File: config.mk
export PLATFORM = sky130hd
export DESIGN_NAME = core_s2_seq_comparator
export DESIGN_NICKNAME = d
export VERILOG_FILES = /design/src/rtl/core_s2_seq_comparator.sv
export SDC_FILE = /design/constraint.sdc
export NUM_CORES = 1
export LEC_CHECK = 0
export ABC_AREA = 1
export CAP_MARGIN = 20
export CORE_AREA = 2 2 119 121
export CTS_CLUSTER_SIZE = 30
export DETAILED_ROUTE_END_ITERATION = 10
export DIE_AREA = 0 0 121 123
export SLEW_MARGIN = 20
export SYNTH_ARGS = -nofsm -noshare
export SYNTH_HDL_FRONTEND = slang
export SYNTH_SLANG_ARGS = --single-unit
File: constraint.sdc
create_clock -name clk -period 3.1 [get_ports clk]
set_input_delay 0.465 -clock clk [delete_from_list [all_inputs] [get_ports clk]]
set_output_delay 0.465 -clock clk [all_outputs]
set_load 0.1 [all_outputs]
File: src/rtl/core_s2_seq_comparator.sv
// Chunk-serial stage-2 branch comparator: compares WIDTH-bit operands CHUNK_W bits per cycle, MSB chunk first.
// Optional macro CORE_S2_SEQ_COMPARATOR_EARLY_EXIT_EN ends the compare at the first differing chunk.
`timescale 1ns/1ps

package core_pkg;
  typedef enum logic [2:0] {
    CMP_EQ  = 3'b000,
    CMP_NE  = 3'b001,
    CMP_LT  = 3'b100,
    CMP_GE  = 3'b101,
    CMP_LTU = 3'b110,
    CMP_GEU = 3'b111
  } cmp_op_e;
endpackage

module core_s2_seq_comparator
  import core_pkg::*;
#(
  parameter int WIDTH   = 32,
  parameter int CHUNK_W = 8
) (
  input  logic             clk,
  input  logic             rst_n,
  input  logic             flush,
  input  logic             req_valid,
  output logic             req_ready,
  input  cmp_op_e          req_op,
  input  logic [WIDTH-1:0] req_rs1,
  input  logic [WIDTH-1:0] req_rs2,
  output logic             rsp_valid,
  input  logic             rsp_ready,
  output logic             rsp_result,
  output logic             busy
);

  localparam int NUM_CHUNKS = WIDTH / CHUNK_W;
  localparam int IDX_W      = (NUM_CHUNKS > 1) ? $clog2(NUM_CHUNKS) : 1;
  localparam logic [IDX_W-1:0] TOP_IDX = IDX_W'(NUM_CHUNKS - 1);

  // Handshake: a request transfers on a rising clk edge where req_valid && req_ready;
  // a response transfers on a rising edge where rsp_valid && rsp_ready. rsp_valid and
  // rsp_result stay constant until that transfer or a flush.
  typedef enum logic [1:0] {S_IDLE, S_BUSY, S_DONE} state_e;

  state_e           state;
  cmp_op_e          op_q;
  logic [WIDTH-1:0] rs1_q, rs2_q;
  logic [IDX_W-1:0] idx;
  logic             eq_flag, lt_flag;

  logic [CHUNK_W-1:0] a_chunk, b_chunk;
  logic               signed_op, chunk_diff, chunk_lt;
  logic               nxt_eq, nxt_lt, last_step;

  function automatic logic op_result(input cmp_op_e op, input logic eq, input logic lt);
    case (op)
      CMP_EQ:           op_result = eq;
      CMP_NE:           op_result = ~eq;
      CMP_LT, CMP_LTU:  op_result = lt;
      CMP_GE, CMP_GEU:  op_result = ~lt;
      default:          op_result = 1'b0;
    endcase
  endfunction

  always_comb begin
    a_chunk   = rs1_q[int'(idx)*CHUNK_W +: CHUNK_W];
    b_chunk   = rs2_q[int'(idx)*CHUNK_W +: CHUNK_W];
    signed_op = (op_q == CMP_LT) || (op_q == CMP_GE);
    // Flipping the sign bit maps two's complement order onto unsigned order.
    if (signed_op && (idx == TOP_IDX)) begin
      a_chunk[CHUNK_W-1] = ~a_chunk[CHUNK_W-1];
      b_chunk[CHUNK_W-1] = ~b_chunk[CHUNK_W-1];
    end
    chunk_diff = (a_chunk != b_chunk);
    chunk_lt   = (a_chunk < b_chunk);
    nxt_eq     = eq_flag & ~chunk_diff;
    nxt_lt     = (eq_flag & chunk_diff) ? chunk_lt : lt_flag;
`ifdef CORE_S2_SEQ_COMPARATOR_EARLY_EXIT_EN
    last_step  = (idx == '0) || (eq_flag && chunk_diff);
`else
    last_step  = (idx == '0);
`endif
  end

  always_ff @(posedge clk or negedge rst_n) begin
    if (!rst_n) begin
      state      <= S_IDLE;
      op_q       <= CMP_EQ;
      rs1_q      <= '0;
      rs2_q      <= '0;
      idx        <= TOP_IDX;
      eq_flag    <= 1'b1;
      lt_flag    <= 1'b0;
      rsp_result <= 1'b0;
    end else if (flush) begin
      state   <= S_IDLE;
      idx     <= TOP_IDX;
      eq_flag <= 1'b1;
      lt_flag <= 1'b0;
    end else begin
      case (state)
        S_IDLE: begin
          if (req_valid) begin
            op_q    <= req_op;
            rs1_q   <= req_rs1;
            rs2_q   <= req_rs2;
            idx     <= TOP_IDX;
            eq_flag <= 1'b1;
            lt_flag <= 1'b0;
            state   <= S_BUSY;
          end
        end
        S_BUSY: begin
          eq_flag <= nxt_eq;
          lt_flag <= nxt_lt;
          if (last_step) begin
            rsp_result <= op_result(op_q, nxt_eq, nxt_lt);
            state      <= S_DONE;
          end else begin
            idx <= idx - IDX_W'(1);
          end
        end
        S_DONE: begin
          if (rsp_ready) state <= S_IDLE;
        end
        default: state <= S_IDLE;
      endcase
    end
  end

  assign req_ready = (state == S_IDLE) && !flush;
  assign rsp_valid = (state == S_DONE);
  assign busy      = (state != S_IDLE);

endmodule

==> results_dict.tcl, run 1 <==
set metrics [dict create \
    hold_viol_final 0 \
    synth-seq-cells 74 \
    worstSetupEndpoint "rsp_result$_DFFE_PN0P_" \
    vias_per_cell 4.458 \
    grt_pass1_wl_um 14170 \
    syn-cell-area_um2 3841 \
    rsz0062_at_grt "no" \
    overflow 0 \
    cp.arrival_ns 3.05 \
    timing.final.crit_share_pct 89.57 \
    outcome "complete, no violations" \
    gp_congestion 0.8055 \
    power_mw 3.860 \
    worst-setup-path-type "flop to flop" \
    fin_crit_ns 2.777 \
    drt-initial-drc-count 144 \
    wirelength_um 8790 \
    r2r-start "idx[1]$_DFFE_PN1P_" \
    nets 484 \
    antenna_left 0 \
    grt_max_degree 75 \
    fin_skew_ns 0.003408 \
    cts_made_buffers 9 \
    coreArea_um2 13610 \
    insertion_delay_ns 0.33 \
    dp_hpwl_um 6250 \
    grt_pass1_vias 2782 \
    synth_area_per_cell_um2 11.71 \
    crit_path_start_kind "flop" \
    drv_slew 0 \
    cts.sinks 74 \
    drc 0 \
    cts-htree-levels 3 \
    antenna_found_initial 0 \
    layout_common_cells "dfrtp_1 (71), clkdlybuf4s50_1 (70), mux2_4 (65), nand2_1 (51), nor2_1 (30)" \
    vias 2617 \
    rows 43 \
    p_per_area_nw_per_um2 766.4 \
    layout_commonest_cell "dfrtp_1" \
    area_growth_pct 31.11 \
    synth_fp_nets 410 \
    clk_pin_slew_ns 0.06 \
    fp.dieW_um 121 \
    cts_root_buf "clkbuf_16" \
    cts_hold_buf 0 \
    max-vdd-ir-drop_mv 0.3168 \
    num_antenna_cells 0 \
    drive_gt1_share_pct 23.34 \
    crit_required_ns 3.37 \
    r2r_end "rsp_result$_DFFE_PN0P_" \
    timing.slew.headroom_pct 38.22 \
    ios 76 \
    setup_viol 0 \
    synthDistinctLibCells 27 \
    post_drt_wl_per_cell_um 14.97 \
    first_pass_iters 4 \
    cp_max_fo 12 \
    grtUsageTotal_pct 12.37 \
    fmaxAchievable_mhz 360.2 \
    syn_inst 328 \
    cts_tree "done" \
    start_util_pct 28.22 \
    cp-end-kind "flop" \
    fillCellCount 1309 \
    crit_path_start "idx[1]$_DFFE_PN1P_" \
    clockBufferDepth 2 \
    rrSetupSlack_ns 0.32 \
    die-area_um2 14880 \
    synth_seq_area_share_pct 48.31 \
    cap_violations 0 \
    leakagePower_nw 2.399 \
    port-buffer-count 75 \
    ff2ff_path_depth 15 \
    synth_warnings 0 \
    setup_tns_ns 0 \
    worstMarginPinSlew_ns 0.9267 \
    hold_path_class "input port to async pin" \
    die_y_um 123 \
]
-- report_power, final --
group          switching, mW  internal [mW]  leakage (nW)
Sequential             0.195           1.21         0.870
Clock                  0.369          0.642         0.144
Combinational          0.693          0.748          1.39
Total                   1.26           2.60          2.40
-- how the worst min path moves through the flow --
stage / slack, ns / startpoint / to
2_1_floorplan: 0.17 / rst_n / lt_flag$_DFFE_PN0P_
3_3_place_gp: 0.48 / rsp_result$_DFFE_PN0P_ / rsp_result$_DFFE_PN0P_
3_5_place_dp: 0.49 / eq_flag$_DFFE_PN1P_ / eq_flag$_DFFE_PN1P_
4_1_cts: 0.31 / rst_n / rs1_q[6]$_DFFE_PN0P_
5_1_grt: 0.36 / rst_n / rs1_q[30]$_DFFE_PN0P_
6_report: 0.26 / rst_n / rs1_q[30]$_DFFE_PN0P_
-- synthesized netlist by cell type (all sizes together) --
cell     number  area [µm²]
a21oi        11       55.05
a22o          1       8.760
a22oi         1       7.510
a2bb2oi       1       8.760
a32o          7       70.07
buf          10       92.59
clkbuf        6       22.52
dfrtp        71        1777
dfstp         3       78.83
ha           10       125.1
inv          20       75.07
mux2         65       975.9
nand2        52       202.7
nand3         5       25.02
nor2         32       130.1
nor3          1       5.000
o21ai        20       100.1
o22ai         9       56.30
o31ai         1       7.510
xnor2         1       8.760
xor2          1       8.760
-- critical path, cell delays in order (launching register included) --
cell        delay [ns]
dfstp_2           0.69
clkinvlp_2        0.49
a21oi_1           0.26
a32o_1            0.21
ha_1              0.26
nand2_1           0.08
nor2_1            0.05
nand2_1           0.09
nand2_1           0.08
nor2_1            0.10
nand2_1           0.09
nand2_1           0.10
nand2_1           0.06
nand3_1           0.07
nand2_1           0.05
nand2_1           0.05
-- cell type report --
type                       count  area [µm²]  area share (%)
tap                          180       225.2           4.472
timing repair inverter         1       5.005         0.09938
inverter                      20       78.83           1.565
clock inverter                 3       40.04          0.7950
sequential                    74        1856           36.84
multi-input combinational    218        1795           35.65
timing repair buffer          78       785.8           15.60
clock buffer                  13       250.2           4.969
-- through the flow --
step | util [%] | area (µm²) | hold slack (ns) | setup slack (ns) | cells
global route | 37.00 | 5036 | 0.3621 | 0.01279 | 587
detailed placement | 34.80 | 4737 | 0.4902 | 0.3631 | 570
finish | 37.00 | 5036 | 0.2586 | 0.3235 | 587
global placement | 34.80 | 4737 | 0.4756 | 0.4902 | 570
CTS | 36.93 | 5027 | 0.3105 | 0.3467 | 586
floorplan | - | 3841 | 0.1694 | 0.8217 | 328
-- registers in the layout (all words and copies together), names as in the netlist --
name,flops
eq_flag,1
idx,2
lt_flag,1
op_q,3
rs1_q,32
rs2_q,32
rsp_result,1
state,2
-- per-layer routing --
layer  up-vias  routed length (µm)  GRT usage, %
met1      1285                4081         16.10
li1       1270                   -             -
met4         0                 163         4.506
met2        51                4208         19.77
met3        11                 337         3.367
met5         -                   0             0
-- kinds of logic after synthesis --
kind of cell	after synthesis	synth area share, %
xor+xnor	2	0.4561
buf+inv	36	4.951
compound gates	51	8.176
fa+ha+maj	10	3.257
simple gates	90	9.446
flops	74	48.31
mux	65	25.41
-- timing repair --
| action | 4_1_cts | 5_1_grt |
|---|---|---|
| setup endpoints to repair | 0 | 1 |
| gates resized for setup | 0 | 1 |
| setup buffers | 0 | 0 |
Note: power is estimated with default switching activity, not from simulation.
==> run 2: changes to the inputs <==
clock period = 3 ns   (was 3.1 ns; I/O delays follow)
==> run 2 against run 1 <==
Compared with the run above:
- core utilization up 0.40 points
- critical path depth down 2
- combinational power up 6%
- wire length down 1.3%
- maximum frequency up 9.0%
- worst hold slack better by 0.010 ns
- critical endpoint unchanged
- largest cell class unchanged
==> results_dict.tcl, run 2 (synthesis results as in run 1) <==
set metrics [dict create \
    crit_family "flip-flops" \
    r2r-start "idx[1]$_DFFE_PN1P_" \
    seq_power_share_pct 34.4 \
    timing.slew.headroom_pct 36.73 \
    fmaxAchievable_mhz 392.7 \
    path_cells "inv_1, buf_4, a32o_1, ha_1, nand2_1, nor2_1, nand2_1, nor2_1, o21ai_0, inv_1, nand3_1, nand2_1, nand2_1" \
    fin_skew_ns 0.005578 \
    fin_crit_ns 2.546 \
    ff2ff_path_depth 13 \
    overflow 0 \
    cts_tree "done" \
    cp_max_fo 13 \
    outcome "complete, no violations" \
    die-area_um2 14880 \
    num_antenna_cells 0 \
    max-vdd-ir-drop_mv 0.3149 \
    fp.dieW_um 121 \
    dp_hpwl_um 6204 \
    nets 485 \
    rows 43 \
    leakagePower_nw 2.440 \
    drive_gt1_share_pct 24.02 \
    top_regs "rs1_q: 32 flops, rs2_q: 32 flops, op_q: 3 flops" \
    die_y_um 123 \
    crit_required_ns 3.22 \
    antenna_found_initial 0 \
    p_int_mw 2.828 \
    drv_slew 0 \
    cts_hold_buf 0 \
    clockBufferDepth 2 \
    p_clk_share_pct 29.0 \
    r2r_end "rsp_result$_DFFE_PN0P_" \
    combPwrFrac_pct 36.6 \
    swShare_pct 31.72 \
    worstMarginPinSlew_ns 0.9491 \
    fillCellCount 1291 \
    grt_pass1_vias 2853 \
    p_per_area_nw_per_um2 813.5 \
    grt_max_degree 75 \
    cts_root_buf "clkbuf_16" \
    area_growth_pct 32.54 \
    critPathMostFrequentCell "nand2_1" \
    start_util_pct 28.22 \
    dpl.cell_count 572 \
    insertion_delay_ns 0.33 \
    timing.final.crit_share_pct 84.88 \
    place_ws_ns 0.4767 \
    worst-setup-path-type "flop to flop" \
    cap_violations 0 \
    cts_made_buffers 9 \
    first_pass_iters 4 \
    layout_commonest_cell "dfrtp_1" \
    grt_pass1_wl_um 14460 \
    port-buffer-count 75 \
    setup_viol 0 \
    post_drt_wl_per_cell_um 14.75 \
    worst_path_max_delay_cell "dfstp_2" \
    setup_ws_ns 0.4537 \
    rrSetupSlack_ns 0.45 \
    layout.cells.non_filler 588 \
    cts_setup_buffers 0 \
    drc 0 \
    grtUsageTotal_pct 12.59 \
    cts-htree-levels 3 \
    power_mw 4.142 \
    hold_viol_final 0 \
    cts.sinks 74 \
    p_sw_mw 1.314 \
    antenna_left 0 \
    hold_path_class "input port to async pin" \
    wirelength_um 8672 \
    crit_path_start_kind "flop" \
    clk_pin_slew_ns 0.06 \
    rsz0062_at_grt "no" \
    ios 76 \
    vias_per_cell 4.464 \
    cpPeakStageDelay_ns 0.64 \
    post_cts_resized 0 \
    cp-end-kind "flop" \
    layout_common_cells "dfrtp_1 (71), clkdlybuf4s50_1 (70), mux2_4 (65), nand2_1 (51), nor2_1 (30)" \
    path_buf_inv 3 \
    utilization_pct 37.40 \
    vias 2625 \
    drt-initial-drc-count 158 \
    cp.arrival_ns 2.77 \
    gp_congestion 0.8218 \
    setup_tns_ns 0 \
    coreArea_um2 13610 \
]
[run 2: final cells by class]
cell class	count	area, µm²	area share, %
clock buffer	12	266.5	5.235
clock inverter	4	72.57	1.425
inverter	20	75.07	1.475
multi-input combinational	218	1795	35.27
sequential	74	1856	36.45
tap	180	225.2	4.424
timing repair buffer	80	800.8	15.73
[run 2: power groups by stage]
stage	logic (mW)	registers (mW)	clock network (mW)
global route	1.71	1.45	1.27
CTS	1.54	1.42	1.23
detailed placement	1.52	1.44	0
global placement	1.50	1.44	0
finish	1.52	1.42	1.20
floorplan	1.14	1.39	0
[run 2: routing by layer]
metal | up-vias | global-route usage, % | part of all wire, %
met3 | 14 | 2.906 | 3.9
met1 | 1271 | 16.60 | 47
met2 | 63 | 20.22 | 47
li1 | 1277 | - | -
met5 | - | 0 | 0
met4 | 0 | 4.651 | 2.1
[run 2: worst max path at each step]
| stage | cells after the start | end | from |
|---|---|---|---|
| 2_1_floorplan | 14 | rsp_result$_DFFE_PN0P_ | idx[0]$_DFFE_PN1P_ |
| 3_3_place_gp | 14 | rsp_result$_DFFE_PN0P_ | idx[0]$_DFFE_PN1P_ |
| 3_5_place_dp | 13 | rsp_result$_DFFE_PN0P_ | idx[1]$_DFFE_PN1P_ |
| 4_1_cts | 13 | rsp_result$_DFFE_PN0P_ | idx[1]$_DFFE_PN1P_ |
| 5_1_grt | 15 | rsp_result$_DFFE_PN0P_ | idx[1]$_DFFE_PN1P_ |
| 6_report | 13 | rsp_result$_DFFE_PN0P_ | idx[1]$_DFFE_PN1P_ |
[run 2: stage by stage]
| stage | instance area, µm² | hold WS [ns] |
|---|---|---|
| finish | 5091 | 0.2687 |
| floorplan | 3841 | 0.1544 |
| global placement | 4752 | 0.4724 |
| global route | 5091 | 0.3432 |
| CTS | 5091 | 0.3053 |
| detailed placement | 4752 | 0.4753 |
